<file path="config.mk">
export PLATFORM = sky130hd
export DESIGN_NAME = race_outcome_ctrl_flat
export DESIGN_NICKNAME = d
export VERILOG_FILES = /design/src/rtl/race_outcome_ctrl_if.sv /design/src/rtl/race_outcome_ctrl.sv /design/src/flat_wrapper.sv
export SDC_FILE = /design/constraint.sdc
export NUM_CORES = 1
export LEC_CHECK = 0
export CORE_MARGIN = 10
export CORE_UTILIZATION = 40
export CTS_CLUSTER_DIAMETER = 60
export DETAILED_ROUTE_END_ITERATION = 8
export RECOVER_POWER = 25
export SYNTH_ARGS = -nofsm -noshare
export SYNTH_HDL_FRONTEND = slang
export SYNTH_SLANG_ARGS = --single-unit
</file>
<file path="constraint.sdc">
create_clock -name CLOCK_50 -period 2.5 [get_ports CLOCK_50]
set_input_delay 0.25 -clock CLOCK_50 [delete_from_list [all_inputs] [get_ports CLOCK_50]]
set_output_delay 0.25 -clock CLOCK_50 [all_outputs]
set_load 0.1 [all_outputs]
</file>
<file path="src/rtl/race_outcome_ctrl_if.sv">
// Bundle of the screen/event inputs and the race outcome/HUD outputs
// exchanged between the race rules engine and its surroundings.
interface race_outcome_ctrl_if;
  logic [1:0] SCREEN;
  logic       COLLISION;
  logic       CHECKPOINT;
  logic       GAME_WIN;
  logic       GAME_LOSE;
  logic [6:0] TIME_LEFT;
  logic [1:0] LIVES;
  logic [3:0] CHECKPOINTS;
  logic       SEC_TICK;

  // Side that drives screen/events and consumes the outcome (screen FSM, bench)
  modport master (
    output SCREEN, COLLISION, CHECKPOINT,
    input  GAME_WIN, GAME_LOSE, TIME_LEFT, LIVES, CHECKPOINTS, SEC_TICK
  );

  // Rules engine side
  modport slave (
    input  SCREEN, COLLISION, CHECKPOINT,
    output GAME_WIN, GAME_LOSE, TIME_LEFT, LIVES, CHECKPOINTS, SEC_TICK
  );
endinterface

</file>
<file path="src/rtl/race_outcome_ctrl.sv">
// Race rules engine: while the race screen is shown it runs a seconds
// countdown, a lives counter with post-hit invulnerability and a checkpoint
// counter, and declares win (priority) or lose for the screen FSM.
module race_outcome_ctrl #(
  parameter int TICK_DIV     = 50_000_000,
  parameter int RACE_SECONDS = 60,
  parameter int LIVES_INIT   = 3,
  parameter int CP_TO_WIN    = 5,
  parameter int INVULN_CYC   = 25_000_000
) (
  input logic               CLOCK_50,
  input logic               RESETN,
  race_outcome_ctrl_if.slave bus
);

  localparam int PW = (TICK_DIV > 2) ? $clog2(TICK_DIV) : 1;
  localparam int IW = $clog2(INVULN_CYC + 1);

  localparam logic [1:0]    SCR_RACE   = 2'b01;
  localparam logic [PW-1:0] PRESC_LAST = PW'(TICK_DIV - 1);
  localparam logic [6:0]    TIME_INIT  = 7'(RACE_SECONDS);
  localparam logic [1:0]    LIVES_LD   = 2'(LIVES_INIT);
  localparam logic [3:0]    CP_WIN     = 4'(CP_TO_WIN);
  localparam logic [IW-1:0] INVULN_LD  = IW'(INVULN_CYC);

  typedef enum logic [1:0] {S_IDLE, S_RACING, S_WON, S_LOST} state_t;

  state_t        r_state;
  logic [6:0]    r_time;
  logic [1:0]    r_lives;
  logic [3:0]    r_cps;
  logic [PW-1:0] r_presc;
  logic [IW-1:0] r_invuln;
  logic          r_tick;
  logic          r_win;
  logic          r_lose;
  logic          r_col_prev;
  logic          r_cp_prev;

  state_t        w_state_next;
  logic [6:0]    w_time_next;
  logic [1:0]    w_lives_next;
  logic [3:0]    w_cps_next;
  logic [PW-1:0] w_presc_next;
  logic [IW-1:0] w_invuln_next;
  logic          w_tick_next;
  logic          w_col_edge;
  logic          w_cp_edge;
  logic          w_on_race;

  assign w_col_edge = bus.COLLISION  & ~r_col_prev;
  assign w_cp_edge  = bus.CHECKPOINT & ~r_cp_prev;
  assign w_on_race  = (bus.SCREEN == SCR_RACE);

  // Next-state and counter updates; every register holds unless changed below
  always_comb begin
    w_state_next  = r_state;
    w_time_next   = r_time;
    w_lives_next  = r_lives;
    w_cps_next    = r_cps;
    w_presc_next  = r_presc;
    w_invuln_next = r_invuln;
    w_tick_next   = 1'b0;
    unique case (r_state)
      S_IDLE: begin
        if (w_on_race) begin
          w_state_next  = S_RACING;
          w_time_next   = TIME_INIT;
          w_lives_next  = LIVES_LD;
          w_cps_next    = 4'd0;
          w_presc_next  = '0;
          w_invuln_next = '0;
        end
      end
      S_RACING: begin
        if (!w_on_race) begin
          // Leaving the race screen wins over any event this cycle
          w_state_next = S_IDLE;
        end else begin
          if (r_presc == PRESC_LAST) begin
            w_presc_next = '0;
            if (r_time != 7'd0) begin
              w_time_next = r_time - 7'd1;
              w_tick_next = 1'b1;
            end
          end else begin
            w_presc_next = r_presc + PW'(1);
          end
          if (w_cp_edge && (r_cps < CP_WIN)) begin
            w_cps_next = r_cps + 4'd1;
          end
          // Hits during the invulnerability window are dropped, not queued
          if (w_col_edge && (r_invuln == '0)) begin
            if (r_lives != 2'd0) begin
              w_lives_next = r_lives - 2'd1;
            end
            w_invuln_next = INVULN_LD;
          end else if (r_invuln != '0) begin
            w_invuln_next = r_invuln - IW'(1);
          end
          // Win is checked first so a simultaneous lose condition cannot mask it
          if (w_cp_edge && (w_cps_next == CP_WIN)) begin
            w_state_next = S_WON;
          end else if ((w_lives_next == 2'd0) || (w_time_next == 7'd0)) begin
            w_state_next = S_LOST;
          end
        end
      end
      S_WON, S_LOST: begin
        if (!w_on_race) begin
          w_state_next = S_IDLE;
        end
      end
      default: w_state_next = S_IDLE;
    endcase
  end

  // State, counters, registered outputs and input edge history
  always_ff @(posedge CLOCK_50 or negedge RESETN) begin
    if (!RESETN) begin
      r_state    <= S_IDLE;
      r_time     <= 7'd0;
      r_lives    <= 2'd0;
      r_cps      <= 4'd0;
      r_presc    <= '0;
      r_invuln   <= '0;
      r_tick     <= 1'b0;
      r_win      <= 1'b0;
      r_lose     <= 1'b0;
      r_col_prev <= 1'b0;
      r_cp_prev  <= 1'b0;
    end else begin
      r_state    <= w_state_next;
      r_time     <= w_time_next;
      r_lives    <= w_lives_next;
      r_cps      <= w_cps_next;
      r_presc    <= w_presc_next;
      r_invuln   <= w_invuln_next;
      r_tick     <= w_tick_next;
      r_win      <= (w_state_next == S_WON);
      r_lose     <= (w_state_next == S_LOST);
      r_col_prev <= bus.COLLISION;
      r_cp_prev  <= bus.CHECKPOINT;
    end
  end

  assign bus.GAME_WIN    = r_win;
  assign bus.GAME_LOSE   = r_lose;
  assign bus.TIME_LEFT   = r_time;
  assign bus.LIVES       = r_lives;
  assign bus.CHECKPOINTS = r_cps;
  assign bus.SEC_TICK    = r_tick;

endmodule

</file>
<file path="src/flat_wrapper.sv">
// flat-port wrapper written by rule: the top's interface ports become plain ports
module race_outcome_ctrl_flat 
#(
  parameter int TICK_DIV     = 50_000_000,
  parameter int RACE_SECONDS = 60,
  parameter int LIVES_INIT   = 3,
  parameter int CP_TO_WIN    = 5,
  parameter int INVULN_CYC   = 25_000_000
)
  (CLOCK_50, RESETN, bus_SCREEN, bus_COLLISION, bus_CHECKPOINT, bus_GAME_WIN, bus_GAME_LOSE, bus_TIME_LEFT, bus_LIVES, bus_CHECKPOINTS, bus_SEC_TICK);
  race_outcome_ctrl_if bus_i ();
  input logic CLOCK_50;
  input logic RESETN;
  input wire logic [$bits(bus_i.SCREEN)-1:0] bus_SCREEN;
  input wire logic [$bits(bus_i.COLLISION)-1:0] bus_COLLISION;
  input wire logic [$bits(bus_i.CHECKPOINT)-1:0] bus_CHECKPOINT;
  output wire logic [$bits(bus_i.GAME_WIN)-1:0] bus_GAME_WIN;
  output wire logic [$bits(bus_i.GAME_LOSE)-1:0] bus_GAME_LOSE;
  output wire logic [$bits(bus_i.TIME_LEFT)-1:0] bus_TIME_LEFT;
  output wire logic [$bits(bus_i.LIVES)-1:0] bus_LIVES;
  output wire logic [$bits(bus_i.CHECKPOINTS)-1:0] bus_CHECKPOINTS;
  output wire logic [$bits(bus_i.SEC_TICK)-1:0] bus_SEC_TICK;
  assign bus_i.SCREEN = bus_SCREEN;
  assign bus_i.COLLISION = bus_COLLISION;
  assign bus_i.CHECKPOINT = bus_CHECKPOINT;
  assign bus_GAME_WIN = bus_i.GAME_WIN;
  assign bus_GAME_LOSE = bus_i.GAME_LOSE;
  assign bus_TIME_LEFT = bus_i.TIME_LEFT;
  assign bus_LIVES = bus_i.LIVES;
  assign bus_CHECKPOINTS = bus_i.CHECKPOINTS;
  assign bus_SEC_TICK = bus_i.SEC_TICK;
  race_outcome_ctrl #(.TICK_DIV(TICK_DIV), .RACE_SECONDS(RACE_SECONDS), .LIVES_INIT(LIVES_INIT), .CP_TO_WIN(CP_TO_WIN), .INVULN_CYC(INVULN_CYC)) u_core (.CLOCK_50(CLOCK_50), .RESETN(RESETN), .bus(bus_i));
endmodule
</file>
==> flow_summary.json, run 1 <==
{
  "status": "finished, final reports clean",
  "cts_tree": "built",
  "dr.pass1.iters": 4,
  "fin_total_pwr_mw": 3.96,
  "place_ws_ns": -0.0303,
  "drt.antenna.violating_nets": 0,
  "reg2reg_slack_ns": 0.12,
  "synthTopCellsByCount": "dfrtp_1, nor2_1, nand2_1",
  "fmax_mhz": 420,
  "vias_per_cell": 5.55,
  "drv_slew": 0,
  "peakVddDrop_v": 0.000506,
  "setup_viol": 0,
  "start_util_pct": 40.9,
  "cts_buffer_depth": 2,
  "relSlewSlack_pct": 32.5,
  "grt_overflow": 0,
  "r2r-end": "u_core.bus.GAME_LOSE$_DFF_PN0_",
  "drive_above_1_share_pct": 19.6,
  "power_density_mw_per_mm2": 795,
  "holdCritStartpoint": "bus_CHECKPOINT",
  "num_antenna_cells": 0,
  "dp_hpwl_um": 7450,
  "yosysMostFrequentCell": "dfrtp_1",
  "tightest_slew_ns": 1.01,
  "hold_viol_final": 0,
  "routed_wl_um": 10500,
  "grt_usage_pct": 14.5,
  "grt_antenna_before_repair": 0,
  "cts_root_buffer": "clkbuf_8",
  "yosysTopAreaCellShare_pct": 42.1,
  "multi_input_area_sq_mm": 0.00229,
  "worstSetupPathType": "reg2reg",
  "synthArstFlopShare_pct": 100,
  "worstHoldPathCells": 1,
  "ys_types": 69,
  "fin_crit_sh_pct": 95.3,
  "seq_area_frac_synth_pct": 42.1,
  "seq_area_sq_mm": 0.00179,
  "arrival_ns": 2.66,
  "hold_end": "u_core.r_cp_prev$_DFF_PN0_",
  "design.final.nets": 528,
  "worstPathMaxFanout": 5,
  "cp-start-kind": "register",
  "vias": 3640,
  "nFillCells": 980,
  "port_buffers": 21,
  "synthCells": 472,
  "die_h_um": 123,
  "leakagePower_nw": 2.04,
  "finClkSkew_ns": 0.00824,
  "io_pins": 22,
  "htreeDepth": 3,
  "min_period_ns": 2.38,
  "synth.ff_latch_count": 71,
  "cts_sinks": 71,
  "synth_nets": 485,
  "core_sq_mm": 0.0103,
  "r2r-start": "u_core.bus.TIME_LEFT[0]$_DFFE_PN0P_",
  "cp.required_ns": 2.77,
  "synth-main-ff-cell": "dfrtp_1",
  "routedWlPerCell_um": 16.0,
  "row_count": 37,
  "fin_ws_ns": 0.118,
  "max-cap-violations": 0,
  "grt_pass1_wl_um": 17700,
  "clk_pin_slew_ns": 0.08,
  "grt_max_degree": 40,
  "initialDrtViolationCount": 339,
  "synth_area_leader_cell": "dfrtp_1",
  "end_kind": "register",
  "worstSkewPairLatency_ns": 0.35,
  "dieArea_sq_mm": 0.0151,
  "reg2reg_depth": 8,
  "drc": 0,
  "syn2layout_area_growth_pct": 17.9,
  "hp-class": "in2reg",
  "ys_warn_count": 0,
  "synthTopCellsByArea": "dfrtp_1, o21ai_0, a21oi_1, nor2_1, nand2_1",
  "place_congestion": 0.874,
  "syn_avg_cell_area_sq_um": 8.94,
  "synth_edf_count": 0,
  "die_w_um": 123,
  "first_global_vias": 3496,
  "cts_made_buffers": 9,
  "syn_area_sq_mm": 0.00422
}
-- per-layer routing --
metal	share of wire (%)	vias to the layer above	track usage, %
met1	48	1774	19.9
met4	1.0	0	5.74
met3	3.9	11	2.57
met2	47	48	22.2
met5	0	-	0
li1	-	1807	-
-- area by class of cell --
class	instances	share of cell area [%]
multi-input combinational	358	46.1
timing repair buffer	55	9.00
clock buffer	12	2.71
tap	136	3.42
inverter	20	1.51
sequential	71	35.9
clock inverter	4	1.41
-- cell usage in the layout, fill, tap and decap left out, types with 10 or more instances in the layout --
master / netlist / final
nor2_1: 42 / 41
dfrtp_1: 71 / 66
inv_1: 19 / 19
nor3_1: 16 / 15
o21ai_0: 35 / 35
nand2_1: 40 / 40
nor4_1: 11 / 10
xnor2_1: 13 / 13
nand3_1: 24 / 24
buf_4: 3 / 47
a21oi_1: 32 / 32
-- logic make-up after synthesis --
kind of cell | Yosys count | synth area share, %
compound gates | 121 | 18.4
fa+ha+maj | 7 | 2.07
flops | 71 | 42.1
mux | 1 | 0.237
simple gates | 209 | 28.6
buf+inv | 43 | 4.45
xor+xnor | 20 | 4.15
-- critical path: stages (launching register included) --
cell and delay [ns]:
dfrtp_4 0.50, inv_1 0.14, ha_1 0.19, nand2b_1 0.07
or4_1 0.42, a2111o_1 0.42, a211oi_1 0.28, a211oi_2 0.13
nor3_2 0.15
-- how the worst max path moves through the flow --
stage	endpoint	depth (start not counted)	start	slack, ns
5_1_grt	u_core.r_invuln[12]$_DFFE_PN0P_	9	u_core.r_invuln[19]$_DFFE_PN0P_	-0.001
2_1_floorplan	u_core.r_state[1]$_DFF_PN0_	8	u_core.bus.TIME_LEFT[0]$_DFFE_PN0P_	0.02
3_3_place_gp	u_core.r_invuln[16]$_DFFE_PN0P_	5	bus_SCREEN[0]	0.04
3_5_place_dp	u_core.r_invuln[16]$_DFFE_PN0P_	5	bus_SCREEN[0]	-0.03
6_report	u_core.bus.GAME_LOSE$_DFF_PN0_	8	u_core.bus.TIME_LEFT[0]$_DFFE_PN0P_	0.12
4_1_cts	u_core.bus.GAME_LOSE$_DFF_PN0_	8	u_core.bus.TIME_LEFT[0]$_DFFE_PN0P_	0.14
-- power breakdown --
group	leakage, nW	internal [mW]	switching, mW	total (mW)
Sequential	0.935	1.32	0.227	1.55
Combinational	1.00	0.635	0.771	1.41
Clock	0.104	0.560	0.439	0.999
-- flip-flops by register name (all words and copies together), names as in the netlist --
name	count
u_core.bus.SEC_TICK	1
u_core.bus.LIVES	2
u_core.r_presc	26
u_core.bus.TIME_LEFT	7
u_core.r_state	2
u_core.bus.GAME_LOSE	1
u_core.r_col_prev	1
u_core.bus.GAME_WIN	1
u_core.r_invuln	25
u_core.r_cp_prev	1
u_core.bus.CHECKPOINTS	4
-- per-stage QoR --
stage | util, % | cell area, sq um | TNS, ns | hold slack (ns) | cells
floorplan | - | 4230 | 0 | -0.0456 | 472
global placement | 45.9 | 4730 | 0 | 0.264 | 639
CTS | 47.9 | 4950 | 0 | 0.343 | 656
detailed placement | 45.9 | 4730 | -0.0303 | 0.271 | 639
global route | 48.2 | 4980 | -0.00132 | 0.456 | 656
finish | 48.2 | 4980 | 0 | 0.473 | 656
-- repair_timing --
item	4_1_cts	5_1_grt
endpoints found under the setup margin	0	12
hold buffers	1	0
endpoints found under the hold margin	37	0
gates resized for setup	0	6
buffers inserted	0	0
No activity file was read; power rests on OpenSTA's default activity.
==> run 2, diff against run 1 <==
--- a/config.mk
+++ b/config.mk
@@ -5,7 +5,7 @@
 export SDC_FILE = /design/constraint.sdc
 export NUM_CORES = 1
 export LEC_CHECK = 0
-export CORE_MARGIN = 10
+export CORE_MARGIN = 4
 export CORE_UTILIZATION = 40
 export CTS_CLUSTER_DIAMETER = 60
 export DETAILED_ROUTE_END_ITERATION = 8
==> run 2 against run 1 <==
Against the previous run: count of clock-buffer cells in the layout unchanged; critical path type unchanged; die area decreased by 19%; first-iteration DRC count shrank 41%; maximum frequency grew 3.0%; register-to-register slack gained 0.07 ns; final area shrank 0.58%; via count grew 0.44%; sequential power about the same; non-clock buffer count is 5 higher; total power down 2.9%; worst hold slack improved by 0.0047 ns.
==> flow_summary.json, run 2 (synthesized netlist as in run 1, its figures left out) <==
{
  "cts_buffer_depth": 2,
  "row_count": 37,
  "arrival_ns": 2.58,
  "setup_tns_ns": 0,
  "worstPathMaxFanout": 5,
  "hold_slack_ns": 0.477,
  "finClkSkew_ns": 0.0105,
  "peakVddDrop_v": 0.000530,
  "drt.antenna.violating_nets": 0,
  "routedWlPerCell_um": 15.3,
  "cpLargestDelayFamily": "compound AO/OA/AOI/OAI gates",
  "layout_commonest_cell": "dfrtp_1",
  "min_period_ns": 2.31,
  "die_h_um": 111,
  "nFillCells": 1012,
  "worst-path-buf-inv": 1,
  "initialDrtViolationCount": 200,
  "fin_ws_ns": 0.187,
  "clk_pin_slew_ns": 0.08,
  "power_density_mw_per_mm2": 776,
  "first_global_vias": 3479,
  "vias_per_cell": 5.53,
  "cts_setup_buffers": 0,
  "place_congestion": 0.829,
  "cts_made_buffers": 9,
  "cp-start-kind": "register",
  "largest_reg_flops": 26,
  "grt_max_degree": 55,
  "tightest_slew_ns": 1.35,
  "leakagePower_nw": 2.04,
  "worstSetupPathType": "reg2reg",
  "status": "finished, final reports clean",
  "io_pins": 22,
  "slowest_stage": "dfrtp_4",
  "grt_pass1_wl_um": 17500,
  "dpl.cell_count": 644,
  "drive_above_1_share_pct": 20.0,
  "design.final.nets": 533,
  "fmax_mhz": 432,
  "layout_common_cells": "dfrtp_1, buf_4, nor2_1",
  "dieArea_sq_mm": 0.0123,
  "end_kind": "register",
  "drc": 0,
  "setup_viol": 0,
  "grt_overflow": 0,
  "hold_viol_final": 0,
  "die_w_um": 111,
  "cts_root_buffer": "clkbuf_8",
  "vias": 3656,
  "drv_slew": 0,
  "grt_usage_pct": 17.1,
  "rsz0062_at_grt": "no",
  "num_antenna_cells": 0,
  "syn2layout_area_growth_pct": 17.2,
  "max-cap-violations": 0,
  "core_sq_mm": 0.0103,
  "routed_wl_um": 10100,
  "relSlewSlack_pct": 9.79,
  "worstSkewPairLatency_ns": 0.34,
  "slowest_delay_ns": 0.50,
  "cts_tree": "built",
  "hp-class": "reg2reg",
  "dp_hpwl_um": 7490,
  "crit_chain": "inv_1, ha_1, nand2b_1, or4_1, a2111o_1, a211oi_2, a211oi_1, a21oi_1",
  "fin_util_pct": 47.9,
  "htreeDepth": 3,
  "cp.required_ns": 2.77,
  "top_register": "u_core.r_presc",
  "fin_crit_sh_pct": 92.5,
  "cts_sinks": 71,
  "place_ws_ns": 0.170,
  "start_util_pct": 40.9,
  "dr.pass1.iters": 4,
  "port_buffers": 21,
  "fin_cells": 661,
  "grt_antenna_before_repair": 0
}
## run 2: worst reg2reg max path, cell delays in order (launching register included)
cell and delay, ns:
dfrtp_4 0.50, inv_1 0.13, ha_1 0.19, nand2b_1 0.08, or4_1 0.40, a2111o_1 0.43, a211oi_2 0.22, a211oi_1 0.12
a21oi_1 0.17
## run 2: repair_timing
action | in CTS | in global routing
setup endpoints to repair | 0 | 2
resized for setup | 0 | 1
hold endpoints to repair | 52 | 0
hold buffers | 1 | 0
## run 2: worst paths after layout
kind	startpoint	endpoint	slack, ns	cells after the start
max reg2reg	u_core.bus.TIME_LEFT[0]$_DFFE_PN0P_	u_core.r_state[1]$_DFF_PN0_	0.19	8
max	u_core.bus.TIME_LEFT[0]$_DFFE_PN0P_	u_core.r_state[1]$_DFF_PN0_	0.19	8
min	u_core.r_presc[23]$_DFFE_PN0P_	u_core.r_presc[23]$_DFFE_PN0P_	0.48	1
min in group asynchronous	RESETN	u_core.bus.TIME_LEFT[3]$_DFFE_PN0P_	0.75	2
min reg2reg	u_core.r_presc[23]$_DFFE_PN0P_	u_core.r_presc[23]$_DFFE_PN0P_	0.48	1
max in group asynchronous	RESETN	u_core.bus.TIME_LEFT[0]$_DFFE_PN0P_	0.76	2
## run 2: power breakdown
group	switching (mW)	internal [mW]	total, mW
Sequential	0.223	1.32	1.55
Combinational	0.751	0.642	1.39
Clock	0.417	0.484	0.901
## run 2: final cells by class
class	count	area, sq um	area share [%]
multi-input cells	358	2270	45.8
clock buffers	12	145	2.93
well taps	136	170	3.44
inverters	20	75.1	1.52
repair buffers	60	460	9.30
clock inverters	4	45.0	0.910
flip-flops and latches	71	1790	36.1
## run 2: routing by layer
metal | wire [um] | global-route usage [%]
met1 | 4910 | 23.7
met2 | 4690 | 26.9
met3 | 398 | 4.37
met4 | 137 | 4.35
met5 | 0 | 0
## run 2: stage by stage
step / total power, mW / instance area, sq um
2_1_floorplan: 2.50 / 4230
3_3_place_gp: 2.92 / 4750
3_5_place_dp: 2.95 / 4750
4_1_cts: 3.87 / 4950
5_1_grt: 4.11 / 4950
6_report: 3.84 / 4950
